==> src/rtl/pes_decoder.sv <==
// rtl/pes_decoder.sv - buffered 3-to-8 one-hot decoder with a 2-entry FIFO.
// Optional odd-parity check on i is enabled by defining PES_DECODER_PARITY_EN.
module pes_decoder (
  input  logic       clk,
  input  logic       rst_n,
  input  logic       en,
  input  logic [2:0] i,
  input  logic       in_valid,
  output logic       in_ready,
  output logic [7:0] y,
  output logic       out_valid,
  input  logic       out_ready,
  output logic [7:0] dec_cnt
`ifdef PES_DECODER_PARITY_EN
  ,
  input  logic       i_par,
  output logic       err
`endif
);

  typedef enum logic [1:0] {
    EMPTY = 2'd0,
    ONE   = 2'd1,
    FULL  = 2'd2
  } occ_t;

  occ_t       state, state_nxt;
  logic [2:0] mem [2];
  logic       wr_ptr;
  logic       rd_ptr;
  logic       accept;
  logic       word_ok;
  logic       push;
  logic       pop;

`ifdef PES_DECODER_PARITY_EN
  // Odd parity over {i, i_par} marks a good word; bad words are consumed but never stored.
  assign word_ok = ^{i, i_par};
`else
  assign word_ok = 1'b1;
`endif

  always_comb begin
    in_ready  = en && (state != FULL);
    out_valid = (state != EMPTY);
    accept    = in_valid && in_ready;
    push      = accept && word_ok;
    pop       = en && out_valid && out_ready;
    y         = out_valid ? (8'd1 << mem[rd_ptr]) : 8'd0;
  end

  always_comb begin
    state_nxt = state;
    case (state)
      EMPTY: if (push) state_nxt = ONE;
      ONE: begin
        if (push && !pop)      state_nxt = FULL;
        else if (pop && !push) state_nxt = EMPTY;
      end
      FULL:  if (pop) state_nxt = ONE;
      default: state_nxt = EMPTY;
    endcase
  end

  always_ff @(posedge clk) begin
    if (!rst_n) begin
      state   <= EMPTY;
      wr_ptr  <= 1'b0;
      rd_ptr  <= 1'b0;
      dec_cnt <= 8'd0;
    end else begin
      state <= state_nxt;
      if (push) begin
        mem[wr_ptr] <= i;
        wr_ptr      <= ~wr_ptr;
      end
      if (pop) begin
        rd_ptr  <= ~rd_ptr;
        dec_cnt <= dec_cnt + 8'd1;
      end
    end
  end

`ifdef PES_DECODER_PARITY_EN
  always_ff @(posedge clk) begin
    if (!rst_n) err <= 1'b0;
    else        err <= accept && !word_ok;
  end
`endif

endmodule
==> config.mk <==
export PLATFORM = sky130hd
export DESIGN_NAME = pes_decoder
export DESIGN_NICKNAME = d
export VERILOG_FILES = /design/src/rtl/pes_decoder.sv
export SDC_FILE = /design/constraint.sdc
export NUM_CORES = 1
export LEC_CHECK = 0
export CAP_MARGIN = 20
export CORE_UTILIZATION = 25
export DETAILED_ROUTE_END_ITERATION = 10
export GPL_TIMING_DRIVEN = 1
export SYNTH_ARGS = -nofsm -noshare
export SYNTH_HDL_FRONTEND = slang
export SYNTH_SLANG_ARGS = --single-unit
==> constraint.sdc <==
create_clock -name clk -period 1.9 [get_ports clk]
set_input_delay 0.19 -clock clk [delete_from_list [all_inputs] [get_ports clk]]
set_output_delay 0.19 -clock clk [all_outputs]
set_load 0.02 [all_outputs]
==> flow_metrics.tcl <==
set metrics [dict create \
    min_to "dec_cnt[7]$_SDFFE_PN0P_" \
    whs_path_depth 2 \
    htreeDepth 1 \
    grt_max_degree 12 \
    synth-async-reset-ratio_pct 0 \
    rr_worst_depth 4 \
    rsz0062_at_grt "false" \
    synth_warnings 0 \
    finalCritPeriodShare_pct 95.0 \
    layout.cells.most_common "clkdlybuf4s50_1" \
    cp.required_ns 1.71 \
    grtUsageTotal_pct 10.6 \
    grt.overflow.total 0 \
    relSlewSlack_pct 73.2 \
    muxShareOfSynthArea_pct 4.50 \
    holdBufCountCts 0 \
    worstPathMaxFanout 4 \
    ant_nets 0 \
    grt_pass1_wl_mm 3.42 \
    antenna_found_initial 0 \
    avgViaCountPerCell 4.66 \
    arrival_ns 1.61 \
    cp_slowest_cell "dfxtp_1" \
    final_cell_mix "clkdlybuf4s50_1 (16), nor2_1 (15), dfxtp_1 (12), a21oi_1 (8), dlygate4sd2_1 (7)" \
    end_kind "output pin" \
    rr_endpoint "dec_cnt[5]$_SDFFE_PN0P_" \
    synth-main-ff-cell "dfxtp_1" \
    ios 26 \
    first_pass_iters 4 \
    wl_met2_um 928 \
    fp.coreArea_um2 3420 \
    synth_compound_area_share_pct 15.3 \
    antenna_cells 0 \
    wirelength_mm 1.94 \
    fp.dieW_um 62.6 \
    path_clk_slew_ns 0.11 \
    final-setup-viol-count 0 \
    crit_chain "mux2_2, nand2b_1, nor2_1, dlygate4sd2_1" \
    drv_slew 0 \
    ys_types 34 \
    finalClockSkew_ns 0.00699 \
    synth-edff-count 6 \
    syn_area_per_cell_um2 9.28 \
    r2r_setup_slack_ns 0.52 \
    root_buffer "clkbuf_4" \
    rows 21 \
    dr.max_layer_used "met3" \
    drt_iter0_markers 17 \
    insertion_delay_ns 0.29 \
    synthesis.nets 108 \
    met3_length_um 106 \
    worstHoldStart "dec_cnt[7]$_SDFFE_PN0P_" \
    cts_tree "yes" \
    synth_cells 99 \
    hold_viol 0 \
    dr_total_vias 821 \
    route.detailed.drc 0 \
    fmax_ghz 0.554 \
    cts_setup_buffers 0 \
    n_fill_cell 365 \
    ys_seq_area_share_pct 48.0 \
    powerDensity_nw_per_um2 566 \
    drive_gt1_share_pct 12.3 \
    yosys.area_share.simple_pct 23.3 \
    wl_per_cell_um 11.0 \
    die_h_um 62.6 \
    critPathLaunchType "flop" \
    irDropWorstVdd_v 0.000255 \
    seq_area_um2 442 \
    gp_congestion 0.763 \
    hold_class "reg -> reg" \
    synth-adder-area-share_pct 1.36 \
    met1_length_um 908 \
    post_cts_resized 11 \
    synth_top_family_by_area "simple AND/OR/NAND/NOR gates" \
    final_net_count 140 \
    status "finished clean" \
    worst_pin_slew_ns 0.401 \
    whs_ns 0.482 \
    ys_ff_latch 19 \
    post-dp-hpwl_mm 1.48 \
    critical_path_class "reg -> out" \
    port_buffers 25 \
    start_util_pct 26.9 \
    area_growth_pct 38.0 \
    cts_buffers 3 \
    synth_area_um2 918 \
    multi_input_area_um2 449 \
    die_area_um2 3920 \
    maxCapViolCount 0 \
    clock-sinks 19 \
    reg2reg_from "state[0]$_SDFFE_PN0P_" \
    fin_crit_ns 1.80 \
    first_global_vias 776 \
    slowest_delay_ns 0.36 \
    tns_ns 0 \
    p_leak_nw 0.473 \
    yosys.area_share.xor_xnor_pct 3.81 \
    clk_path_buf_depth 2 \
]
==> sequential cells by signal (all words and copies together), names as in the netlist, named ones only <==
name,cells
dec_cnt,8
mem,6
state,2
rd_ptr,1
wr_ptr,1
==> logic make-up after synthesis <==
group                    count (synthesis)
AO/OA/AOI/OAI                           20
flip-flops                              19
multiplexers                             4
adder cells (fa/ha/maj)                  1
AND/OR/NAND/NOR                         42
buffers and inverters                    9
XOR/XNOR                                 4
==> worst max-delay path: cells and delay by family, from the launching register on <==
family | cells | cell delay [ns]
DFF | 1 | 0.36
buffers and inverters | 1 | 0.33
muxes | 1 | 0.34
and+or+nand+nor | 2 | 0.29
==> worst max-delay path by stage <==
stage	start	endpoint	slack, ns	depth (start not counted)
6_report	flop	y[0]	0.1	4
3_5_place_dp	flop	y[3]	0.06	4
4_1_cts	flop	y[3]	0.01	4
2_1_floorplan	flop	y[3]	0.33	4
3_3_place_gp	en	in_ready	0.16	3
5_1_grt	flop	y[0]	0.007	4
==> final cells by class <==
type / count / share of cell area, %
repair buffers: 30 / 21.2
well taps: 46 / 4.54
multi-input cells: 71 / 35.4
inverters: 6 / 1.78
flip-flops and latches: 19 / 34.8
clock inverters: 1 / 0.395
clock buffers: 3 / 1.78
==> metrics by stage <==
stage	cell area [um^2]	setup slack [ns]	cells	util (%)	power (mW)
finish	1270	0.0957	176	37.1	0.717
global route	1270	0.00732	176	37.1	0.770
CTS	1270	0.0149	176	37.2	0.734
detailed placement	1250	0.0625	172	36.6	0.536
global placement	1250	0.160	172	36.6	0.532
floorplan	918	0.330	99	-	0.490
==> metal layers <==
metal,GRT usage [%],vias to the layer above
li1,-,416
met1,13.3,380
met2,18.5,25
met3,1.64,0
met4,3.49,0
met5,0,-
==> power breakdown <==
part | internal, mW | switching, mW
clock | 0.0782 | 0.115
combinational | 0.0432 | 0.0475
sequential | 0.427 | 0.00603
==> synthesized netlist by cell type (2+ instances only) <==
| cell | instances | area, um^2 |
|---|---|---|
| o21ai_0 | 3 | 15.0 |
| inv_1 | 6 | 22.5 |
| or4_1 | 2 | 15.0 |
| clkbuf_1 | 2 | 7.51 |
| a21oi_1 | 8 | 40.0 |
| nand2b_1 | 3 | 18.8 |
| or3_1 | 3 | 18.8 |
| mux2i_1 | 3 | 30.0 |
| nand2_1 | 6 | 22.5 |
| edfxtp_1 | 6 | 180 |
| dfxtp_1 | 13 | 260 |
| nor2_1 | 15 | 56.3 |
| o31ai_1 | 2 | 15.0 |
| o21a_1 | 2 | 15.0 |
| nor4_1 | 3 | 18.8 |
| nor3_1 | 2 | 10.0 |
| xor2_1 | 3 | 26.3 |
Note: power is estimated with default switching activity, not from simulation.
==> RTL change, RTL diff (config.mk and constraints unchanged) <==
Register the output `dec_cnt` once more, without a reset; this adds one clock of latency there. The other outputs are not delayed to match.
--- a/src/rtl/pes_decoder.sv
+++ b/src/rtl/pes_decoder.sv
@@ -23,6 +23,8 @@
     ONE   = 2'd1,
     FULL  = 2'd2
   } occ_t;
+
+  logic [7:0] dec_cnt_s0;
 
   occ_t       state, state_nxt;
   logic [2:0] mem [2];
@@ -67,7 +69,7 @@
       state   <= EMPTY;
       wr_ptr  <= 1'b0;
       rd_ptr  <= 1'b0;
-      dec_cnt <= 8'd0;
+      dec_cnt_s0 <= 8'd0;
     end else begin
       state <= state_nxt;
       if (push) begin
@@ -76,7 +78,7 @@
       end
       if (pop) begin
         rd_ptr  <= ~rd_ptr;
-        dec_cnt <= dec_cnt + 8'd1;
+        dec_cnt_s0 <= dec_cnt_s0 + 8'd1;
       end
     end
   end
@@ -88,4 +90,8 @@
   end
 `endif
 
+  always_ff @(posedge clk) begin
+    dec_cnt <= dec_cnt_s0;
+  end
+
 endmodule
Behaviour: not the same (a bounded check fails within 4 cycles, from zero or initial values and one cycle with rst_n low).
==> RTL change against the unedited design <==
Power rose by 42%. Sequential cell count increased by 8. Combinational power is 2% lower. Synthesized cell count rose by 6.1%. Worst setup slack better by 16 ps. Synthesized area grew 20%. Critical path depth unchanged. Clock skew grew 1.2 ps. Routed wire length grew 13%. Final area grew 17%. Worst hold slack worse by 110 ps. Count of clock-buffer cells in the layout unchanged. Non-clock buffer count shrank 1. Maximum frequency rose by 0.89%. Critical path type unchanged. Largest power group unchanged.
==> RTL change: results (changes against the unedited design) <==
=============================================================================
Fraction of layout cells with a size suffix above 1                     0.104   was 0.123
PortBufs                                                                   25   unchanged
Largest stage delay on the critical path                               340 ps   was 360 ps
Area fraction of clock buffers and clock inverters                     0.0321   was 0.0217
Register share of the cell area                                         0.408   was 0.348
Slew margin rel.                                                        0.693   was 0.732
Leading registers by flop count                                  dec_cnt x8, dec_cnt_s0 x8, mem x6   was dec_cnt x8, mem x6, state x2
Number of clock sinks                                                      27   was 19
Portion of the post-synthesis area used by sequential elements          0.543   was 0.480
Root Buffer Master                                                   clkbuf_8   was clkbuf_4
Synth async-reset ratio                                                     0   unchanged
Antenna cell count                                                          0   unchanged
Number of nets in the synthesized netlist                                 114   was 108
Worst r2r src                                                    dec_cnt_s0[0]   was state[0]
Final weighted congestion in routability-driven placement               0.750   was 0.763
Clock transition at the registers of the reported paths                 90 ps   was 110 ps
Total track usage                                                       0.110   was 0.106
Count of multi-input gates                                                 71   unchanged
Total of fill cells in the finished design                                417   was 365
Internal                                                               792 uW   was 548 uW
Depth of the worst register-to-register path                                4   unchanged
Via density                                                              4.65   was 4.66
Post-layout instance area                                            1480 um2   was 1270 um2
Most frequent cells after synthesis                              dfxtp_1, nor2_1, edfxtp_1, nand2_1   was nor2_1, dfxtp_1, a21oi_1
Maximum clock skew at final layout                                    8.21 ps   was 6.99 ps
Crit path arrival time                                                1600 ps
Leakage power total                                                  0.559 nW   was 0.473 nW
Leading post-synthesis cells by cell area                        dfxtp_1, edfxtp_1, nor2_1, mux2i_1, xnor2_1   was dfxtp_1, edfxtp_1, nor2_1, a21oi_1, mux2i_1
Clock buffer instance count of the final layout                             3   unchanged
Wire length of the first global-routing pass                          3.70 mm   was 3.42 mm
Setup WS pre-CTS                                                      95.7 ps   was 62.5 ps
Vias in the first global route                                            812   was 776
Count of maximum capacitance violations                                     0   unchanged
Clock group total power                                                328 uW   was 194 uW
Starting DRT DRC Count                                                     18   was 17
Inverters, non-clock                                                        4   was 6
Number of buffers between clock root and the deepest sink                   2   unchanged
Cell variety after synth                                                   41   was 34
Total area of multi-input combinational cells                         478 um2   was 449 um2
Hold depth                                                                  0   was 2
Total wire length                                                     2.20 mm   was 1.94 mm
Proportion of total power due to net switching                          0.225   was 0.236
DP Area                                                              1440 um2   was 1250 um2
Status                                                              completed   unchanged
Final Net Count                                                           145   was 140
Number of cells after detailed placement                                  181   was 172
Detailed placement HPWL                                               1.69 mm   was 1.48 mm
Highest ir drop seen on vdd                                          0.274 mV   was 0.255 mV
Sequential-cell power consumption                                      604 uW   was 433 uW
Area share of buffers outside the clock network                         0.184   was 0.212
Worst min-delay path startpoint                                  dec_cnt_s0[7]   was dec_cnt[7]
Number of signal-net buffers in the layout                                 29   was 30
Average size of a mapped cell                                        10.5 um2   was 9.28 um2
Largest net degree at the start of global routing                          17   was 12
Detail-routed net length per standard cell                            11.9 um   was 11.0 um
First-pass iteration count of the detailed router                           4   unchanged
=============================================================================
RTL change: final timing paths:
kind / end / slack, ps
max: y[3] / 110
min: dec_cnt[7] / 370
max reg2reg: dec_cnt_s0[4] / 440
min reg2reg: dec_cnt[7] / 370
RTL change: per-layer routing:
| layer | GRT usage | vias up | share of wire | wire (um) |
|---|---|---|---|---|
| met5 | 0 | - | 0 | 0 |
| met4 | 0.0781 | 0 | 0.030 | 66 |
| met3 | 0.0164 | 5 | 0.045 | 98 |
| met2 | 0.176 | 21 | 0.46 | 1020 |
| met1 | 0.134 | 400 | 0.46 | 1020 |
| li1 | - | 435 | - | - |
RTL change: kinds of logic after synthesis:
family | share of synthesized area
simple gates | 0.212
flops | 0.543
compound gates | 0.140
buf+inv | 0.0249
xor+xnor | 0.0317
mux | 0.0373
fa+ha+maj | 0.0113
RTL change: timing repair:
| action | CTS | global route |
|---|---|---|
| gates resized for setup | 10 | 1 |
| hold buffers | 0 | 0 |
| hold endpoints to repair | 0 | 0 |
| setup endpoints to repair | 9 | 1 |
